**src/rtl/jtdd_pkg.sv**
```systemverilog
// Shared constants for the object-RAM to sprite-table DMA: FSM encoding,
// object table length and bus-grant timeout.
package jtdd_pkg;
  typedef logic [2:0] state_t;

  localparam state_t ST_IDLE  = 3'd0;
  localparam state_t ST_REQ   = 3'd1;
  localparam state_t ST_COPY  = 3'd2;
  localparam state_t ST_FLUSH = 3'd3;
  localparam state_t ST_REL   = 3'd4;

  localparam int         OBJ_LEN  = 512;
  localparam logic [7:0] TIMEOUT  = 8'd255;
  localparam logic [8:0] LAST_IDX = 9'(OBJ_LEN - 1);
endpackage

```
**src/rtl/jtdd_objdma_if.sv**
```systemverilog
// Object-RAM bus and double-buffered sprite-table write port of the DMA.
interface jtdd_objdma_if;
  logic       bus_req;
  logic       bus_ack;
  logic [8:0] obj_AB;
  logic [7:0] ram_dout;
  logic [9:0] buf_addr;
  logic [7:0] buf_din;
  logic       buf_we;
  logic       buf_bank;

  modport master (
    output bus_req, obj_AB, buf_addr, buf_din, buf_we, buf_bank,
    input  bus_ack, ram_dout
  );

  modport slave (
    input  bus_req, obj_AB, buf_addr, buf_din, buf_we, buf_bank,
    output bus_ack, ram_dout
  );
endinterface

```
**src/rtl/jtdd_objdma.sv**
```systemverilog
// On each vertical-blank start, borrows the CPU object-RAM bus and copies all
// 512 bytes into the idle half of the sprite table, then flips the bank.
module jtdd_objdma
  import jtdd_pkg::*;
(
  input  logic          clk,
  input  logic          nRESET,
  input  logic          cen,
  input  logic          LVBL,
  input  logic          dma_en,
  jtdd_objdma_if.master bus,
  output logic          busy,
  output logic          done,
  output logic          err
);

  state_t     st_r;
  logic [8:0] idx_r;
  logic [7:0] cnt_r;
  logic       lvbl_r;
  logic       rd_vld_r;
  logic       last_r;
  logic       ok_r;
  logic       bus_req_r;
  logic [8:0] obj_ab_r;
  logic [9:0] buf_addr_r;
  logic [7:0] buf_din_r;
  logic       buf_we_r;
  logic       buf_bank_r;
  logic       busy_r;
  logic       done_r;
  logic       err_r;

  assign bus.bus_req  = bus_req_r;
  assign bus.obj_AB   = obj_ab_r;
  assign bus.buf_addr = buf_addr_r;
  assign bus.buf_din  = buf_din_r;
  assign bus.buf_we   = buf_we_r;
  assign bus.buf_bank = buf_bank_r;
  assign busy         = busy_r;
  assign done         = done_r;
  assign err          = err_r;

  // Sprite-table write port: stores the byte addressed on the previous cen.
  always_ff @(posedge clk or negedge nRESET) begin
    if (!nRESET) begin
      buf_we_r   <= 1'b0;
      buf_addr_r <= 10'd0;
      buf_din_r  <= 8'd0;
    end else if (cen) begin
      buf_we_r <= rd_vld_r;
      if (rd_vld_r) begin
        buf_addr_r <= {buf_bank_r, obj_ab_r};
        buf_din_r  <= bus.ram_dout;
      end
    end else begin
      buf_we_r <= 1'b0;
    end
  end

  // Transfer sequencer: trigger, bus arbitration, address issue and release.
  always_ff @(posedge clk or negedge nRESET) begin
    if (!nRESET) begin
      st_r       <= ST_IDLE;
      idx_r      <= 9'd0;
      cnt_r      <= 8'd0;
      lvbl_r     <= 1'b1;
      rd_vld_r   <= 1'b0;
      last_r     <= 1'b0;
      ok_r       <= 1'b0;
      bus_req_r  <= 1'b0;
      obj_ab_r   <= 9'd0;
      buf_bank_r <= 1'b0;
      busy_r     <= 1'b0;
      done_r     <= 1'b0;
      err_r      <= 1'b0;
    end else if (cen) begin
      lvbl_r <= LVBL;
      done_r <= 1'b0;
      case (st_r)
        ST_IDLE: begin
          if (lvbl_r && !LVBL && dma_en) begin
            st_r      <= ST_REQ;
            bus_req_r <= 1'b1;
            busy_r    <= 1'b1;
            cnt_r     <= 8'd0;
            ok_r      <= 1'b0;
          end
        end
        ST_REQ: begin
          if (bus.bus_ack) begin
            st_r     <= ST_COPY;
            obj_ab_r <= 9'd0;
            idx_r    <= 9'd1;
            rd_vld_r <= 1'b1;
            last_r   <= 1'b0;
          end else begin
            cnt_r <= cnt_r + 8'd1;
            if (cnt_r == TIMEOUT - 8'd1) begin
              st_r      <= ST_REL;
              bus_req_r <= 1'b0;
              err_r     <= 1'b1;
            end
          end
        end
        ST_COPY: begin
          // Once the last address has been read, its byte lands on this edge.
          if (last_r) begin
            st_r     <= ST_FLUSH;
            obj_ab_r <= 9'd0;
            rd_vld_r <= 1'b0;
          end else if (bus.bus_ack) begin
            obj_ab_r <= idx_r;
            idx_r    <= idx_r + 9'd1;
            rd_vld_r <= 1'b1;
            last_r   <= (idx_r == LAST_IDX);
          end else begin
            rd_vld_r <= 1'b0;
          end
        end
        ST_FLUSH: begin
          st_r      <= ST_REL;
          bus_req_r <= 1'b0;
          ok_r      <= 1'b1;
          idx_r     <= 9'd0;
          last_r    <= 1'b0;
        end
        ST_REL: begin
          st_r   <= ST_IDLE;
          busy_r <= 1'b0;
          if (ok_r) begin
            buf_bank_r <= ~buf_bank_r;
            done_r     <= 1'b1;
          end
        end
        default: begin
          st_r      <= ST_IDLE;
          bus_req_r <= 1'b0;
          busy_r    <= 1'b0;
          obj_ab_r  <= 9'd0;
          rd_vld_r  <= 1'b0;
          last_r    <= 1'b0;
        end
      endcase
    end else begin
      done_r <= 1'b0;
    end
  end

endmodule

```
**src/flat_wrapper.sv**
```systemverilog
// flat-port wrapper written by rule: the top's interface ports become plain ports
module jtdd_objdma_flat import jtdd_pkg::*;
  (clk, nRESET, cen, LVBL, dma_en, busy, done, err, bus_bus_req, bus_obj_AB, bus_buf_addr, bus_buf_din, bus_buf_we, bus_buf_bank, bus_bus_ack, bus_ram_dout);
  jtdd_objdma_if bus_i ();
  input  logic clk;
  input  logic nRESET;
  input  logic cen;
  input  logic LVBL;
  input  logic dma_en;
  output logic busy;
  output logic done;
  output logic err;
  output wire logic [$bits(bus_i.bus_req)-1:0] bus_bus_req;
  output wire logic [$bits(bus_i.obj_AB)-1:0] bus_obj_AB;
  output wire logic [$bits(bus_i.buf_addr)-1:0] bus_buf_addr;
  output wire logic [$bits(bus_i.buf_din)-1:0] bus_buf_din;
  output wire logic [$bits(bus_i.buf_we)-1:0] bus_buf_we;
  output wire logic [$bits(bus_i.buf_bank)-1:0] bus_buf_bank;
  input wire logic [$bits(bus_i.bus_ack)-1:0] bus_bus_ack;
  input wire logic [$bits(bus_i.ram_dout)-1:0] bus_ram_dout;
  assign bus_bus_req = bus_i.bus_req;
  assign bus_obj_AB = bus_i.obj_AB;
  assign bus_buf_addr = bus_i.buf_addr;
  assign bus_buf_din = bus_i.buf_din;
  assign bus_buf_we = bus_i.buf_we;
  assign bus_buf_bank = bus_i.buf_bank;
  assign bus_i.bus_ack = bus_bus_ack;
  assign bus_i.ram_dout = bus_ram_dout;
  jtdd_objdma u_core (.clk(clk), .nRESET(nRESET), .cen(cen), .LVBL(LVBL), .dma_en(dma_en), .bus(bus_i), .busy(busy), .done(done), .err(err));
endmodule
```
**config.mk**
```make
export PLATFORM = sky130hd
export DESIGN_NAME = jtdd_objdma_flat
export DESIGN_NICKNAME = d
export VERILOG_FILES = /design/src/rtl/jtdd_pkg.sv /design/src/rtl/jtdd_objdma_if.sv /design/src/rtl/jtdd_objdma.sv /design/src/flat_wrapper.sv
export SDC_FILE = /design/constraint.sdc
export NUM_CORES = 1
export LEC_CHECK = 0
export ABC_AREA = 0
export BUFFER_PORTS_ARGS = -buffer_cell sky130_fd_sc_hd__buf_4
export CELL_PAD_IN_SITES_DETAIL_PLACEMENT = 2
export CELL_PAD_IN_SITES_GLOBAL_PLACEMENT = 2
export CORE_AREA = 2 2 90 92
export CTS_CLUSTER_DIAMETER = 30
export DETAILED_ROUTE_END_ITERATION = 6
export DIE_AREA = 0 0 92 94
export GPL_TIMING_DRIVEN = 0
export MAX_ROUTING_LAYER = met4
export PLACE_DENSITY_LB_ADDON = 0.1
export SETUP_SLACK_MARGIN = 0.5
export SLEW_MARGIN = 5
export SYNTH_ARGS = -nofsm -noshare
export SYNTH_HDL_FRONTEND = slang
export SYNTH_SLANG_ARGS = --single-unit
```
**constraint.sdc**
```tcl
create_clock -name clk -period 2.4 [get_ports clk]
set_input_delay 0.36 -clock clk [delete_from_list [all_inputs] [get_ports clk]]
set_output_delay 0.36 -clock clk [all_outputs]
set_load 0.01 [all_outputs]
```
; Word level (Yosys, flattened, before mapping)
; Cells that the tools add are included.
[word_totals]
register_bits = 57
inputBits = 14
output_inout_bits = 33
word_cells = 97
[op_classes]
addsub = 2
n_eq_ne = 15
n_mux = 35
n_bitwise = 6
reduce_logical = 23
[op_table]
columns = operator, count
row1 = $mux 9, 6
row2 = $pmux 9 s3, 2
row3 = $mux 8, 2
row4 = $pmux 8 s2, 1
row5 = $reduce_and 4->1, 4
row6 = $reduce_and 3->1, 5
row7 = $mux 1, 14
row8 = $mux 3, 4
row9 = $pmux 3 s4, 1
row10 = $reduce_and 5->1, 2
row11 = $add 9x1->9 const B, 1
row12 = $eq 9x9->1 const B, 1
row13 = $pmux 1 s3, 3
row14 = $add 8x1->8 const B, 1
row15 = $eq 8x8->1 const B, 1
row16 = $ne 2x2->1 const B, 4
row17 = $eq 3x2->1 const B, 2
row18 = $ne 2x1->1 const B, 3
row19 = $ne 3x2->1 const B, 2
row20 = $not 1->1, 6
row21 = $reduce_or 3->1, 2
row22 = $pmux 1 s2, 2
row23 = $reduce_bool 2->1, 2
row24 = $reduce_or 2->1, 2
row25 = 7 further kinds, 8

; Logic depth before layout (Yosys ltp)
; Gate-level depths: netlist of run 1.
[logic_depth]
word_depth = 5
ltp_mapped = 7
mapped_depth_nobuf = 7

; Worst setup path before layout of run 1
; No wires, ideal clock.
[synth_timing]
kind = register to register
start = register u_core.idx_r[0]
end = register u_core.idx_r[8]
setup_time_ns = 0.134
arrival_ns = 1.528
required_ns = 2.266
slack_ns = 0.738
stages_incl_launch_ff = 8
path_buffers = 0
synth_period_minus_slack_ns = 1.662
cell_sequence = dfrtp_1 > ha_1 > and3_1 > and3_1 > and3_1 > ha_1 > nand2_1 > o21ai_0
[synth_via]
elab_chain_cells = 4
[synth_rtl]
columns = item, line_no
row1 = from (decl), jtdd_objdma.sv:18  ; logic [8:0] idx_r;
row2 = from (signal assigned), jtdd_objdma.sv:114  ; idx_r <= idx_r + 9'd1;
row3 = $add 9x1->9, jtdd_objdma.sv:114
row4 = $mux 9, jtdd_objdma.sv:112  ; end else if (bus.bus_ack) begin
row5 = $mux 9, jtdd_objdma.sv:108  ; if (last_r) begin
row6 = $pmux 9 s3, jtdd_objdma.sv:80  ; case (st_r)
; Every way passes these cells. The select of a mux whose other input is x is not followed.
; A chain may end at the register's enable or synchronous reset.

; Worst setup path in the final report of run 1
; Same ends and word-level chain as after synthesis.

==> results of run 1 <==
-- flip-flops by register name (all words and copies together) (netlist names), 3 cells and up --
register	cells
u_core.bus.buf_addr	10
u_core.bus.obj_AB	9
u_core.idx_r	9
u_core.bus.buf_din	8
u_core.cnt_r	8
u_core.st_r	3
-- power groups by stage --
stage	Combinational (mW)	Clock, mW	Sequential [mW]
after floorplan	0.580	0	1.35
after global placement	1.01	0	1.32
after detailed placement	1.05	0	1.35
after CTS	1.06	0.991	1.33
after global routing	1.20	1.04	1.36
final	1.08	0.958	1.33
-- routing by layer --
layer  up-vias  GRT usage
li1       1018          -
met1      1090      0.247
met2        42      0.308
met3        11     0.0474
met4         0     0.0784
met5         -          -
-- logic make-up (layout without fill, tap and decap cells) --
group / after synthesis / count (layout) / synth area share
compound gates: 60 / 60 / 0.136
xor+xnor: 3 / 3 / 0.0100
fa+ha+maj: 4 / 4 / 0.0190
buf+inv: 20 / 85 / 0.0386
flops: 57 / 57 / 0.543
mux: 21 / 21 / 0.0900
simple gates: 87 / 87 / 0.163
-- final cells by class --
type | instances | area [sq um]
Buffer | 15 | 85.1
Clock buffer | 12 | 165
Clock inverter | 4 | 50.0
Fill cell | 837 | 4250
Inverter | 5 | 18.8
Multi-Input combinational cell | 175 | 1110
Sequential cell | 57 | 1430
Tap cell | 102 | 128
Timing Repair Buffer | 49 | 368
-- synthesized netlist by cell type, types with 3 or more instances --
library cell	instances	area, sq um
buf_2	3	15.0
nor3_1	3	15.0
mux2_2	21	236
and3_1	7	43.8
nor2_1	14	52.6
o21ai_0	34	170
buf_6	3	33.8
a21oi_1	6	30.0
nand4_1	3	18.8
clkbuf_1	9	33.8
dfrtp_1	56	1400
ha_1	4	50.1
o211ai_1	4	30.0
nand3_1	4	20.0
xor2_1	3	26.3
inv_1	5	18.8
nand2_1	39	146
-- per-stage QoR --
stage	cells	hold WS, ns
floorplan	252	0.0644
global placement	400	0.467
detailed placement	400	0.478
CTS	416	0.101
global route	419	0.123
finish	419	0.0801
-- repair_timing --
action                     in CTS  in global routing
resized for setup               1                  8
hold endpoints to repair        0                  0
buffers inserted                0                  3
pin swaps                       0                  1
setup endpoints to repair       1                 17
-- path summary, 6_finish.rpt --
check | to | slack (ns) | cells past startpoint | from
worst max-delay path | u_core.idx_r[8]$_DFFE_PN0P_ | 0.61 | 7 | u_core.idx_r[0]$_DFFE_PN0P_
worst min-delay path | u_core.cnt_r[5]$_DFFE_PN0P_ | 0.08 | 1 | nRESET
worst max register to register | u_core.idx_r[8]$_DFFE_PN0P_ | 0.61 | 7 | u_core.idx_r[0]$_DFFE_PN0P_
worst min register to register | u_core.err$_DFFE_PN0P_ | 0.50 | 1 | u_core.err$_DFFE_PN0P_
max in group asynchronous | u_core.idx_r[0]$_DFFE_PN0P_ | 1.78 | 1 | nRESET
min in group clk | u_core.bus.buf_din[0]$_DFFE_PN0P_ | 0.25 | 2 | bus_ram_dout[0]
==> flow_metrics.tcl, run 1 <==
set metrics [dict create \
    wirelength_mm 7.46 \
    powerDensity_mw_per_mm2 1000 \
    fin_crit_ns 1.79 \
    dr.pass1.iters 4 \
    p_seq_frac 0.395 \
    synth_nets 270 \
    synthDistinctLibCells 43 \
    p_sw_mw 1.15 \
    relSlewSlack 0.502 \
    hold_viol 0 \
    initial_core_util 0.345 \
    startpoint_type "flip-flop" \
    nets 330 \
    drtIter0Drc 58 \
    critPathTopFamily "simple AND/OR/NAND/NOR gates" \
    synth_ff_type "dfrtp_1" \
    drt-met1-wl_mm 3.50 \
    cp_slowest_stage_delay_ns 0.43 \
    overflow 0 \
    crit_fanout 4 \
    fin_area_sq_mm 0.00336 \
    timing.critical_path.mode_cell "and3_1" \
    post-route-util 0.441 \
    clkLatencyLatePin_ns 0.34 \
    fmax_mhz 560 \
    hold_class "in -> async" \
    min_period_over_period 0.744 \
    tightest_slew_ns 0.747 \
    rows 32 \
    diodes 0 \
    cts_hold_buf 0 \
    cts-root-buf "clkbuf_8" \
    cp-end-kind "flip-flop" \
    netlist_area_sq_mm 0.00263 \
    drv_slew 0 \
    arrival_ns 2.01 \
    combPwrFrac 0.320 \
    yosysSeqAreaShare 0.543 \
    p_total_mw 3.36 \
    outcome "completed" \
    grt_usage 0.196 \
    drc 0 \
    p_leak_nw 1.58 \
    yosysWarnings 0 \
    fin_tns_setup_ns 0 \
    post_drt_wl_per_cell_um 17.8 \
    htree_levels 3 \
    synthCells 252 \
    ir_drop_v 0.000436 \
    design.die.area_sq_mm 0.00865 \
    hpwl_mm 5.20 \
    crit_required_ns 2.62 \
    viasPerCell 5.16 \
    routabilityCongestion 0.737 \
    power_frac_clock 0.285 \
    grt_start_max_net_pins 58 \
    setup_ws_ns 0.614 \
    grt_pass1_wl_mm 12.7 \
    setup_viol 0 \
    place_ws_ns 0.459 \
    top_layer_used "met4" \
    die_y_um 94 \
    swShare 0.341 \
    layout-drive-gt1-share 0.322 \
    path_clk_slew_ns 0.07 \
    grt_pass1_vias 2373 \
    core_area_sq_mm 0.00761 \
    clock-sinks 57 \
    antenna_found_initial 0 \
    wl_met2_mm 3.55 \
    path_class "reg -> reg" \
    synth_edf_count 0 \
    synthArstFlopShare 1.00 \
    layout_common_cells "55 x dfrtp_1, 49 x buf_4, 39 x nand2_1" \
    rsz0062_at_grt "true" \
    ioPinCount 47 \
    cts_buffers 9 \
    clock_skew_ns 0.00702 \
    cp_cell_sequence "ha_1 > and3_1 > and3_1 > and3_1 > ha_1 > nand2_1 > o21ai_1" \
    p_int_mw 2.22 \
    synth-seq-cells 57 \
    vias 2161 \
    port_buffers 46 \
    die_w_um 92 \
    area_growth_pct 27.7 \
    placedInstanceArea_sq_mm 0.00310 \
    cts_tree "done" \
    drv_cap 0 \
    ant_nets 0 \
    critical_path_buf_inv_count 0 \
    dr_wl_met3_um 313 \
    layout.cells.most_common "dfrtp_1" \
    cts_buffer_depth 2 \
    syn_avg_cell_area_sq_um 10.4 \
    crit_slowest_cell "dfrtp_2" \
]
Power figures use the tool's default switching activity.
==> run 2, diff against run 1 <==
CORE_AREA = 2 2 96 98   (was 2 2 90 92)
DIE_AREA = 0 0 98 100   (was 0 0 92 94)
clock period = 1.6 ns   (was 2.4 ns; I/O delays follow)
==> run 2 against run 1 <==
  * The run now ends with negative hold slack, negative setup slack left
  * Register-to-register slack worse by 0.81 ns
  * Sequential share of layout area down 12 points
  * Critical path depth down 3
  * Utilization up 8.2 points
  * Final cell count grew 20%
  * Power up 100%
  * Non-clock buffer count up 75
  * Combinational power grew to 3.2 times the previous value
  * Clock power grew 32%
==> flow_metrics.tcl, run 2 (synthesis results as in run 1) <==
set metrics [dict create \
    fmax_mhz 558 \
    grt_pass1_wl_mm 14.3 \
    fillCellCount 866 \
    ioPinCount 47 \
    hpwl_mm 5.26 \
    relSlewSlack 0.479 \
    critPathTopFamily "flip-flops" \
    vias 2615 \
    layout-drive-gt1-share 0.620 \
    placedCellCount 409 \
    htree_levels 3 \
    hold_class "in -> async" \
    rsz0062_at_grt "true" \
    hold_viol 56 \
    cts-root-buf "clkbuf_8" \
    cp_slowest_stage_delay_ns 0.55 \
    startpoint_type "flip-flop" \
    r2r_slack_ns -0.19 \
    final_cell_count_no_fill 503 \
    core_area_sq_mm 0.00889 \
    cts_buffer_depth 2 \
    cp_cell_sequence "and4bb_2 > o211ai_1 > nor3_1 > mux2_2" \
    port_buffers 46 \
    nets 405 \
    path_class "reg -> reg" \
    wirelength_mm 12.7 \
    grt_pass1_vias 2556 \
    die_w_um 98 \
    layout.cells.most_common "buf_4" \
    path_clk_slew_ns 0.08 \
    critical_path_buf_inv_count 0 \
    cp-end-kind "flip-flop" \
    r2r-start "u_core.lvbl_r$_DFFE_PN1P_" \
    p_total_mw 6.83 \
    cts_buffers 9 \
    violations "negative hold slack, negative setup slack" \
    setup_ws_ns -0.192 \
    layout_common_cells "72 x buf_4, 53 x buf_6, 52 x dfrtp_1" \
    viasPerCell 5.20 \
    post_drt_wl_per_cell_um 25.3 \
    setup_viol 8 \
    arrival_ns 2.04 \
    drv_cap 0 \
    powerDensity_mw_per_mm2 1470 \
    grt_usage 0.193 \
    dr.pass1.iters 4 \
    overflow 0 \
    drtIter0Drc 92 \
    area_growth_pct 77.0 \
    clock-sinks 57 \
    fin_tns_setup_ns -0.513 \
    grt_start_max_net_pins 58 \
    rows 35 \
    design.die.area_sq_mm 0.00980 \
    hold_slack_ns -0.0645 \
    rr_worst_depth 4 \
    diodes 0 \
    drv_slew 0 \
    die_y_um 100 \
    ir_drop_v 0.000691 \
    cts_tree "done" \
    crit_fanout 4 \
    r2r-end "u_core.cnt_r[6]$_DFFE_PN0P_" \
    antenna_found_initial 0 \
    min_period_over_period 1.12 \
    largest_register_ff_count 10 \
    crit_required_ns 1.85 \
    ant_nets 0 \
    clkLatencyLatePin_ns 0.37 \
    outcome "finished with violations" \
    drc 0 \
    p_leak_nw 2.27 \
    routabilityCongestion 0.727 \
    clock_skew_ns 0.0175 \
    tightest_slew_ns 0.782 \
    initial_core_util 0.296 \
    crit_slowest_cell "dfstp_2" \
    fin_crit_ns 1.79 \
]
[run 2: cell count changes in the layout (fill, tap and decap cells not counted), sizes merged]
cell and change:
buf +77, bufinv -1, clkinv +3, clkbuf -4
[run 2: worst max path at each step]
stage                                  endpoint  cells after the start                         from
floorplan           u_core.idx_r[8]$_DFFE_PN0P_                      7  u_core.idx_r[1]$_DFFE_PN0P_
global placement    u_core.idx_r[8]$_DFFE_PN0P_                      7  u_core.idx_r[0]$_DFFE_PN0P_
detailed placement  u_core.idx_r[8]$_DFFE_PN0P_                      7  u_core.idx_r[0]$_DFFE_PN0P_
CTS                 u_core.cnt_r[6]$_DFFE_PN0P_                      4    u_core.lvbl_r$_DFFE_PN1P_
global route        u_core.cnt_r[6]$_DFFE_PN0P_                      5   u_core.st_r[1]$_DFFE_PN0P_
finish              u_core.cnt_r[6]$_DFFE_PN0P_                      4    u_core.lvbl_r$_DFFE_PN1P_
[run 2: where the power goes]
| group | total (mW) | switching, mW | internal, mW |
|---|---|---|---|
| Combinational | 3.48 | 1.56 | 1.92 |
| Clock | 1.26 | 0.712 | 0.551 |
| Sequential | 2.09 | 0.339 | 1.75 |
[run 2: worst reg2reg max path, cell delays in order, from the launching register on]
cell and delay (ns):
dfstp_2 0.55, and4bb_2 0.26, o211ai_1 0.20, nor3_1 0.29, mux2_2 0.38
[run 2: through the flow]
step	area [sq um]	setup slack, ns	util
global placement	3330	-0.0752	0.374
finish	4650	-0.192	0.523
CTS	4030	-0.0353	0.453
detailed placement	3330	-0.105	0.374
floorplan	2840	0.0494	-
global route	4650	-0.204	0.523
[run 2: area by class of cell]
type | count | area [sq um] | share of cell area
multi-input combinational | 175 | 1550 | 0.332
sequential | 57 | 1430 | 0.308
timing repair buffer | 124 | 1140 | 0.245
buffer | 15 | 214 | 0.0460
tap | 111 | 139 | 0.0299
clock buffer | 10 | 128 | 0.0274
clock inverter | 6 | 35.0 | 0.00753
inverter | 5 | 18.8 | 0.00403
[run 2: repair_timing]
action,CTS,global route
hold buffers,0,0
buffers inserted,36,38
resized for setup,64,94
gates cloned,0,4
hold endpoints to repair,0,0
pin swaps,16,30
endpoints found under the setup margin,76,88
[run 2: layer usage]
| metal | vias up | global-route usage | wire (um) |
|---|---|---|---|
| li1 | 1159 | - | - |
| met1 | 1359 | 0.238 | 5050 |
| met2 | 69 | 0.326 | 6860 |
| met3 | 28 | 0.0327 | 422 |
| met4 | 0 | 0.0609 | 383 |
| met5 | - | - | 0 |
